**src/rtl/rtc_bus_sequencer.sv**
```systemverilog
// Drives the RTC chip's multiplexed AD bus. Each mode from the control machine
// becomes a fixed list of address/data transactions; read bursts land in datos_lectura.
module rtc_bus_sequencer #(
  parameter int unsigned T_PULSE = 10,
  parameter int unsigned T_GAP   = 5
) (
  input  logic        reloj,
  input  logic        resetM,
  input  logic [1:0]  Control,
  input  logic        sync,
  input  logic [71:0] datos_escritura,
  input  logic [7:0]  ad_in,
  output logic [7:0]  ad_out,
  output logic        ad_oe,
  output logic        cs_n,
  output logic        rd_n,
  output logic        wr_n,
  output logic        a_d,
  output logic [71:0] datos_lectura,
  output logic        busy,
  output logic        done
);

  typedef enum logic [2:0] {IDLE, ADDR, GAP1, DATA, GAP2, NEXT, FIN} state_t;
  typedef enum logic [1:0] {
    MODE_I  = 2'b00,
    MODE_L  = 2'b01,
    MODE_E  = 2'b10,
    MODE_MS = 2'b11
  } mode_t;

  localparam logic [7:0] PULSE_LAST = 8'(T_PULSE - 1);
  localparam logic [7:0] GAP_LAST   = 8'(T_GAP - 1);

  // Time/timer register map: sec, min, hour, day, month, year, tsec, tmin, thour
  function automatic logic [7:0] table_addr(input logic [3:0] k);
    logic [7:0] a;
    case (k)
      4'd0:    a = 8'h21;
      4'd1:    a = 8'h22;
      4'd2:    a = 8'h23;
      4'd3:    a = 8'h24;
      4'd4:    a = 8'h25;
      4'd5:    a = 8'h26;
      4'd6:    a = 8'h41;
      4'd7:    a = 8'h42;
      default: a = 8'h43;
    endcase
    return a;
  endfunction

  state_t      state_q, state_d;
  mode_t       mode_q, mode_d;
  logic [7:0]  cnt_q, cnt_d;
  logic [3:0]  idx_q, idx_d;
  logic [71:0] wdata_q, wdata_d;
  logic [71:0] shadow_q, shadow_d;
  logic [71:0] rdata_q, rdata_d;
  logic        pending_q, pending_d;
  logic        just_done_q, just_done_d;

  logic [7:0]  txn_addr;
  logic [7:0]  txn_data;
  logic        txn_rd;
  logic [3:0]  last_idx;
  logic [3:0]  rd_byte;
  logic [7:0]  wbyte;

  // Decode the current transaction from the latched mode and index
  always_comb begin
    txn_addr = '0;
    txn_data = '0;
    txn_rd   = 1'b0;
    last_idx = 4'd9;
    rd_byte  = idx_q - 4'd1;
    wbyte    = '0;
    for (int unsigned k = 0; k < 9; k++) begin
      if (idx_q == 4'(k)) wbyte = wdata_q[8*k +: 8];
    end
    unique case (mode_q)
      MODE_I: begin
        last_idx = 4'd2;
        case (idx_q)
          4'd0:    begin txn_addr = 8'h02; txn_data = 8'h10; end
          4'd1:    begin txn_addr = 8'h02; txn_data = 8'h00; end
          default: begin txn_addr = 8'h10; txn_data = 8'hD2; end
        endcase
      end
      MODE_L: begin
        if (idx_q == 4'd0) begin
          txn_addr = 8'hF0;
          txn_data = 8'hF0;
        end else begin
          txn_rd   = 1'b1;
          txn_addr = table_addr(rd_byte);
        end
      end
      MODE_E: begin
        if (idx_q == 4'd9) begin
          txn_addr = 8'hF1;
          txn_data = 8'hF1;
        end else begin
          txn_addr = table_addr(idx_q);
          txn_data = wbyte;
        end
      end
      default: ;
    endcase
  end

  always_comb begin
    state_d     = state_q;
    mode_d      = mode_q;
    cnt_d       = cnt_q;
    idx_d       = idx_q;
    wdata_d     = wdata_q;
    shadow_d    = shadow_q;
    rdata_d     = rdata_q;
    pending_d   = pending_q;
    just_done_d = 1'b0;
    ad_out      = '0;
    ad_oe       = 1'b0;
    cs_n        = 1'b1;
    rd_n        = 1'b1;
    wr_n        = 1'b1;
    a_d         = 1'b1;
    busy        = 1'b1;
    done        = 1'b0;

    if (sync && state_q != IDLE) pending_d = 1'b1;

    unique case (state_q)
      IDLE: begin
        busy = 1'b0;
        // A status request consumes the trigger but produces no bus traffic
        if (sync || pending_q || (just_done_q && Control == MODE_L)) begin
          pending_d = 1'b0;
          if (Control != MODE_MS) begin
            state_d = ADDR;
            mode_d  = mode_t'(Control);
            wdata_d = datos_escritura;
            cnt_d   = '0;
            idx_d   = '0;
          end
        end
      end
      ADDR: begin
        cs_n   = 1'b0;
        a_d    = 1'b0;
        wr_n   = 1'b0;
        ad_oe  = 1'b1;
        ad_out = txn_addr;
        if (cnt_q == PULSE_LAST) begin
          cnt_d   = '0;
          state_d = GAP1;
        end else begin
          cnt_d = cnt_q + 8'd1;
        end
      end
      GAP1: begin
        cs_n = 1'b0;
        if (cnt_q == GAP_LAST) begin
          cnt_d   = '0;
          state_d = DATA;
        end else begin
          cnt_d = cnt_q + 8'd1;
        end
      end
      DATA: begin
        cs_n = 1'b0;
        if (txn_rd) begin
          rd_n = 1'b0;
        end else begin
          wr_n   = 1'b0;
          ad_oe  = 1'b1;
          ad_out = txn_data;
        end
        if (cnt_q == PULSE_LAST) begin
          cnt_d   = '0;
          state_d = GAP2;
          if (txn_rd) begin
            for (int unsigned k = 0; k < 9; k++) begin
              if (rd_byte == 4'(k)) shadow_d[8*k +: 8] = ad_in;
            end
          end
        end else begin
          cnt_d = cnt_q + 8'd1;
        end
      end
      GAP2: begin
        if (cnt_q == GAP_LAST) begin
          cnt_d   = '0;
          state_d = NEXT;
        end else begin
          cnt_d = cnt_q + 8'd1;
        end
      end
      NEXT: begin
        if (idx_q == last_idx) begin
          state_d = FIN;
        end else begin
          idx_d   = idx_q + 4'd1;
          state_d = ADDR;
        end
      end
      FIN: begin
        done        = 1'b1;
        just_done_d = 1'b1;
        if (mode_q == MODE_L) rdata_d = shadow_q;
        state_d = IDLE;
      end
      default: state_d = IDLE;
    endcase
  end

  always_ff @(posedge reloj) begin
    if (resetM) begin
      state_q     <= IDLE;
      mode_q      <= MODE_I;
      cnt_q       <= '0;
      idx_q       <= '0;
      wdata_q     <= '0;
      shadow_q    <= '0;
      rdata_q     <= '0;
      pending_q   <= 1'b0;
      just_done_q <= 1'b0;
    end else begin
      state_q     <= state_d;
      mode_q      <= mode_d;
      cnt_q       <= cnt_d;
      idx_q       <= idx_d;
      wdata_q     <= wdata_d;
      shadow_q    <= shadow_d;
      rdata_q     <= rdata_d;
      pending_q   <= pending_d;
      just_done_q <= just_done_d;
    end
  end

  assign datos_lectura = rdata_q;

endmodule

```
**config.mk**
```make
export PLATFORM = sky130hd
export DESIGN_NAME = rtc_bus_sequencer
export DESIGN_NICKNAME = d
export VERILOG_FILES = /design/src/rtl/rtc_bus_sequencer.sv
export SDC_FILE = /design/constraint.sdc
export NUM_CORES = 1
export LEC_CHECK = 0
export CAP_MARGIN = 15
export CELL_PAD_IN_SITES_DETAIL_PLACEMENT = 0
export CELL_PAD_IN_SITES_GLOBAL_PLACEMENT = 1
export CORE_ASPECT_RATIO = 0.6
export CORE_MARGIN = 2
export CORE_UTILIZATION = 35
export CTS_BUF_LIST = sky130_fd_sc_hd__clkbuf_16
export CTS_CLUSTER_SIZE = 10
export DETAILED_ROUTE_END_ITERATION = 16
export PLACE_DENSITY_LB_ADDON = 0.1
export SLEW_MARGIN = 20
export SYNTH_ARGS = -nofsm -noshare
export SYNTH_HDL_FRONTEND = slang
export SYNTH_SLANG_ARGS = --single-unit
```
**constraint.sdc**
```tcl
create_clock -name reloj -period 2.8 [get_ports reloj]
set_input_delay 0.42 -clock reloj [delete_from_list [all_inputs] [get_ports reloj]]
set_output_delay 0.42 -clock reloj [all_outputs]
set_load 0.01 [all_outputs]
```
### Word-level counts from Yosys, hierarchy flattened

Memory sizes are Yosys's and may differ from the RTL's. A register that Yosys moved wholly into a read port is not among the register bits.
Index checks and enable logic that the tools add are counted.

| word-level totals | value |
|---|---|
| logic and storage cells | 143 |
| register bits | 235 |
| output and inout port bits | 87 |
| memories kept | 2 |
| input bits | 85 |
| latch bits | 0 |
| memory bits (writable) | 0 |
| bits in read-only memories | 80 |

Memory list:

| name | depth | width | read ports | clocked after memory_dff | write ports | line | RTL |
|---|---|---|---|---|---|---|---|
| (no name shown) | 8 | 5 | 1 | 0 | 0 | 38 | `case (k)` |
| (no name shown) | 8 | 5 | 1 | 1 | 0 | 38 |  |

| cells by class | value |
|---|---|
| divide/modulo/power cells | 0 |
| $mul | 0 |
| magnitude comparators | 0 |
| shift operators | 0 |
| equality and inequality tests | 37 |
| add/sub/neg operators | 3 |
| reduce and logical (&&, ||, !) cells | 29 |
| bitwise operators | 0 |
| muxes and demuxes | 55 |

Operators with widths:

| kind | count |
|---|---|
| $mux 8 | 20 |
| $pmux 8 s3 | 3 |
| $reduce_and 4->1 | 10 |
| $eq 4x3->1 const B | 8 |
| $pmux 8 s2 | 2 |
| $mux 3 | 9 |
| $pmux 3 s6 | 1 |
| $eq 4x2->1 const B | 4 |
| $mux 4 | 4 |
| $ne 2x2->1 const B | 8 |
| $eq 4x4->1 const B | 3 |
| $mux 1 | 12 |
| $eq 3x3->1 const B | 3 |
| $add 8x1->8 const B | 1 |
| $eq 4x1->1 const B | 2 |
| $eq 8x3->1 const B | 1 |
| $eq 8x4->1 const B | 1 |
| $logic_not 4->1 | 2 |
| $pmux 4 s2 | 1 |
| $eq 3x2->1 const B | 2 |
| $reduce_and 3->1 | 2 |
| $reduce_and 6->1 | 1 |
| $reduce_bool 3->1 | 2 |
| $reduce_or 2->1 | 3 |
| other kinds (15) | 19 |

### Depth between registers and ports, before layout

| depth | value |
|---|---|
| depth in word-level cells | 14 |
| mapped depth | 11 |
| gate-level depth less buffers | 10 |

### Worst setup path after synthesis

Ideal clock, no wire load.

| timing path | value |
|---|---|
| kind | register -> output |
| from | register idx_q[0] |
| to | output ad_out[7] |
| path slack | 0.075 ns |
| arrival | 2.305 ns |
| data required time | 2.380 ns |
| path buffers | 4 |
| cell stages (with the launch flop) | 11 |
| cell sequence | dfxtp_1 > buf_2 > inv_1 > ha_1 > clkbuf_1 > clkbuf_1 > buf_1 > a21oi_1 > o31ai_1 > nand3_1 > a31oi_1 |

| between the ends | value |
|---|---|
| longest elaborated chain between the ends | 14 |
| elaborated cells on any way between the ends | 30 |
| those cells by class | 9 x eq/ne; 20 x mux; 1 x reduce/logical |

Ends and longest elaborated chain:

| item | line | RTL |
|---|---|---|
| from (decl) | 55 | `logic [3:0] idx_q, idx_d;` |
| from (signal assigned) | 231 | `idx_q <= idx_d;` |
| $logic_not 4->1 | 78, 83, 90 |  |
| $mux 8 (9 in a row) | 78 | `if (idx_q == 4'(k)) wbyte = wdata_q[8*k +: 8];` |
| $mux 8 | 99 | `if (idx_q == 4'd9) begin` |
| $pmux 8 s3 | 80 | `unique case (mode_q)` |
| $mux 8 | 171 | `if (txn_rd) begin` |
| $pmux 8 s2 (*) | 132 | `unique case (state_q)` |
| to (decl) | 13 | `output logic [7:0] ad_out,` |

Every way passes the cells marked *; elsewhere a longest branch is shown, timed or not.

### Worst setup path after layout

| timing path | value |
|---|---|
| from | register idx_q[0] |
| to | output ad_out[5] |

| between the ends | value |
|---|---|
| longest elaborated chain between the ends | 14 |
| elaborated cells on any way between the ends | 32 |
| those cells by class | 1 x add/sub; 9 x eq/ne; 20 x mux; 1 x reduce/logical; 1 x memory |

Ends and longest elaborated chain:

| item | line |
|---|---|
| $logic_not 4->1 | 78, 90 |
| $mux 8 (9 in a row) | 78 |
| $mux 8 | 99 |
| $pmux 8 s3 | 80 |
| $mux 8 | 171 |
| $pmux 8 s2 (*) | 132 |

Marks and branches as above.

==> metrics.yaml <==
synth_cells: 1304
cellPowerDensity_nw_per_um2: 531.8
crit_required_ps: 2380
ys_ff_latch: 240
grt_max_degree: 126
rows: 49
dieArea_um2: 31570
design.core.area_um2: 29800
path_class: "reg -> out"
drtIter0Drc: 758
period_needed_ps: 2960
grt_pass1_wl_um: 54690
setup_viol: 6
slew_viol_final: 0
syn_nets: 1401
area_growth_pct: 38.16
r2r_cells: 15
worstPathMaxFanout: 3
vias: 9749
min_path_type: "in -> reg"
antenna_left: 0
yosys_warnings: 0
cts_hold_buffers: 0
first_pass_iters: 5
syn_avg_cell_area_um2: 8.084
synthArstFlopShare_pct: 0
rrSetupSlack_ps: 110
violations: "negative setup slack"
worst_slack_ps: -159.6
crit_path_end_kind: "primary output"
regToRegStartpoint: "idx_q[0]$_SDFFE_PP0P_"
wl_per_cell_um: 18.66
final_common_cell: "nand2_1"
layout_common_cells: "nand2_1, dfxtp_1, a21oi_1"
grt_pass1_vias: 9182
routed_wl_um: 35960
ios: 172
cts_buffers: 28
hold_end: "shadow_q[69]$_SDFFE_PP0P_"
fmax_mhz: 337.9
synth_edf_count: 0
status: "complete, but fails checks"
die_y_um: 138.4
ys.flop_type: "dfxtp_1"
irDropWorstVdd_mv: 0.4171
worstSetupStartpointType: "flop"
grt.overflow.total: 0
syn-cell-area_um2: 10540
tightest_slew_ps: 873.7
io_buffer_count: 171
detail_route.drc_violations: 0
max_slew_margin_pct: 41.75
nets: 1612
cts_tree: "done"
antenna_found_initial: 1
maxCapViolCount: 0
finalWeightedCongestion: 0.9396
synth-seq-area-share_pct: 45.58
finalCritPeriodShare_pct: 105.7
rsz0062_at_grt: "yes"
drive_gt1_share_pct: 15.80
start_util_pct: 35.38
clock_tree.root_cell: "clkbuf_16"
cts.sinks: 240
holdCritStartpoint: "resetM"
fp.dieW_um: 228.0
antenna_cells: 0
min_path_cells: 2
hpwl_um: 25620
synthDistinctLibCells: 71
p_leak_nw: 5.549
finClkSkew_ps: 19.74
power_mw: 7.746
hold_violations: 0
via_per_inst: 5.059
place_ws_ps: -169.1
clkTransAtPathRegs_ps: 70
clkLatencyLatePin_ps: 560
fillers: 2976
grt_util_all_layers_pct: 22.18
worstPathArrival_ps: 2540
clock_path_buffers: 3
cts_max_level: 1
per-layer routing:
metal	wire, µm	global-route usage, %
met5	12	0
met3	2499	5.507
met2	13310	28.24
met1	19650	36.45
met4	490	3.818
state kept, by name, summed over array words and instances (netlist names), named ones only:
signal         flops
state_q            3
mode_q             2
shadow_q          72
wdata_q           72
idx_q              4
cnt_q              8
pending_q          1
just_done_q        1
datos_lectura     72
worst max path at each step:
stage | startpoint | to | slack (ps) | depth (start not counted)
CTS | idx_q[0]$_SDFFE_PP0P_ | ad_out[2] | -170 | 10
global route | idx_q[0]$_SDFFE_PP0P_ | ad_out[5] | -230 | 9
finish | idx_q[0]$_SDFFE_PP0P_ | ad_out[5] | -160 | 9
detailed placement | idx_q[1]$_SDFFE_PP0P_ | ad_out[4] | -170 | 10
global placement | idx_q[0]$_SDFFE_PP0P_ | ad_out[4] | -140 | 10
floorplan | idx_q[0]$_SDFFE_PP0P_ | ad_out[7] | 70 | 10
worst max-delay path, cell delays in order, from the launching register on:
cell and delay (ps):
dfxtp_2 340, buf_6 130, buf_8 120, or3_4 380, a21boi_1 140, o211ai_1 150
buf_4 170, o211ai_1 120, a32o_2 310, buf_6 120
power breakdown:
group	leakage [nW]	switching (mW)	internal, mW
registers	1.94	0.0837	3.50
clock network	0.386	1.38	1.85
logic	3.22	0.487	0.441
metrics by stage:
step / cells / util [%] / setup TNS, ps / hold slack [ps] / cell area (µm²)
2_1_floorplan: 1304 / - / 0 / 431.2 / 10540
3_3_place_gp: 1879 / 44.24 / -410.7 / 442.0 / 13180
3_5_place_dp: 1879 / 44.24 / -466.2 / 443.1 / 13180
4_1_cts: 1917 / 47.96 / -726.4 / 228.9 / 14290
5_1_grt: 1927 / 48.88 / -1170 / 268.9 / 14560
6_report: 1927 / 48.88 / -569.0 / 254.6 / 14560
layout make-up:
| class | count | area, µm² | area share (%) |
|---|---|---|---|
| Inverter | 21 | 92.59 | 0.6357 |
| Sequential cell | 240 | 4807 | 33.01 |
| Clock inverter | 6 | 62.56 | 0.4296 |
| Tap cell | 408 | 510.5 | 3.505 |
| Clock buffer | 28 | 700.7 | 4.811 |
| Timing Repair Buffer | 283 | 2693 | 18.49 |
| Multi-Input combinational cell | 941 | 5698 | 39.12 |
Yosys cell counts (8+ instances only):
master	n	area, µm²
o31ai_1	8	60.06
ha_1	12	150.1
nor2_1	41	153.9
mux2i_1	81	810.8
nor2b_1	13	81.33
o21ai_1	10	50.05
clkbuf_1	81	304.0
nand2b_1	79	494.2
dfxtp_1	240	4805
a31oi_1	9	56.30
buf_2	8	40.04
nor3_1	11	55.05
nand3_1	15	75.07
buf_1	11	41.29
a21oi_1	178	890.9
inv_1	17	63.81
o21ai_0	21	105.1
nand2_1	347	1303
cells by family after synthesis:
group	share of synthesized area, %
compound gates	15.70
xor+xnor	0.4986
fa+ha+maj	1.424
buf+inv	4.522
flops	45.58
mux	7.905
simple gates	24.37
repair_timing:
action | CTS | global route
setup endpoints to repair | 11 | 11
pin swaps | 31 | 31
setup buffers | 11 | 13
resized for setup | 128 | 43
Note: power is estimated with default switching activity, not from simulation.
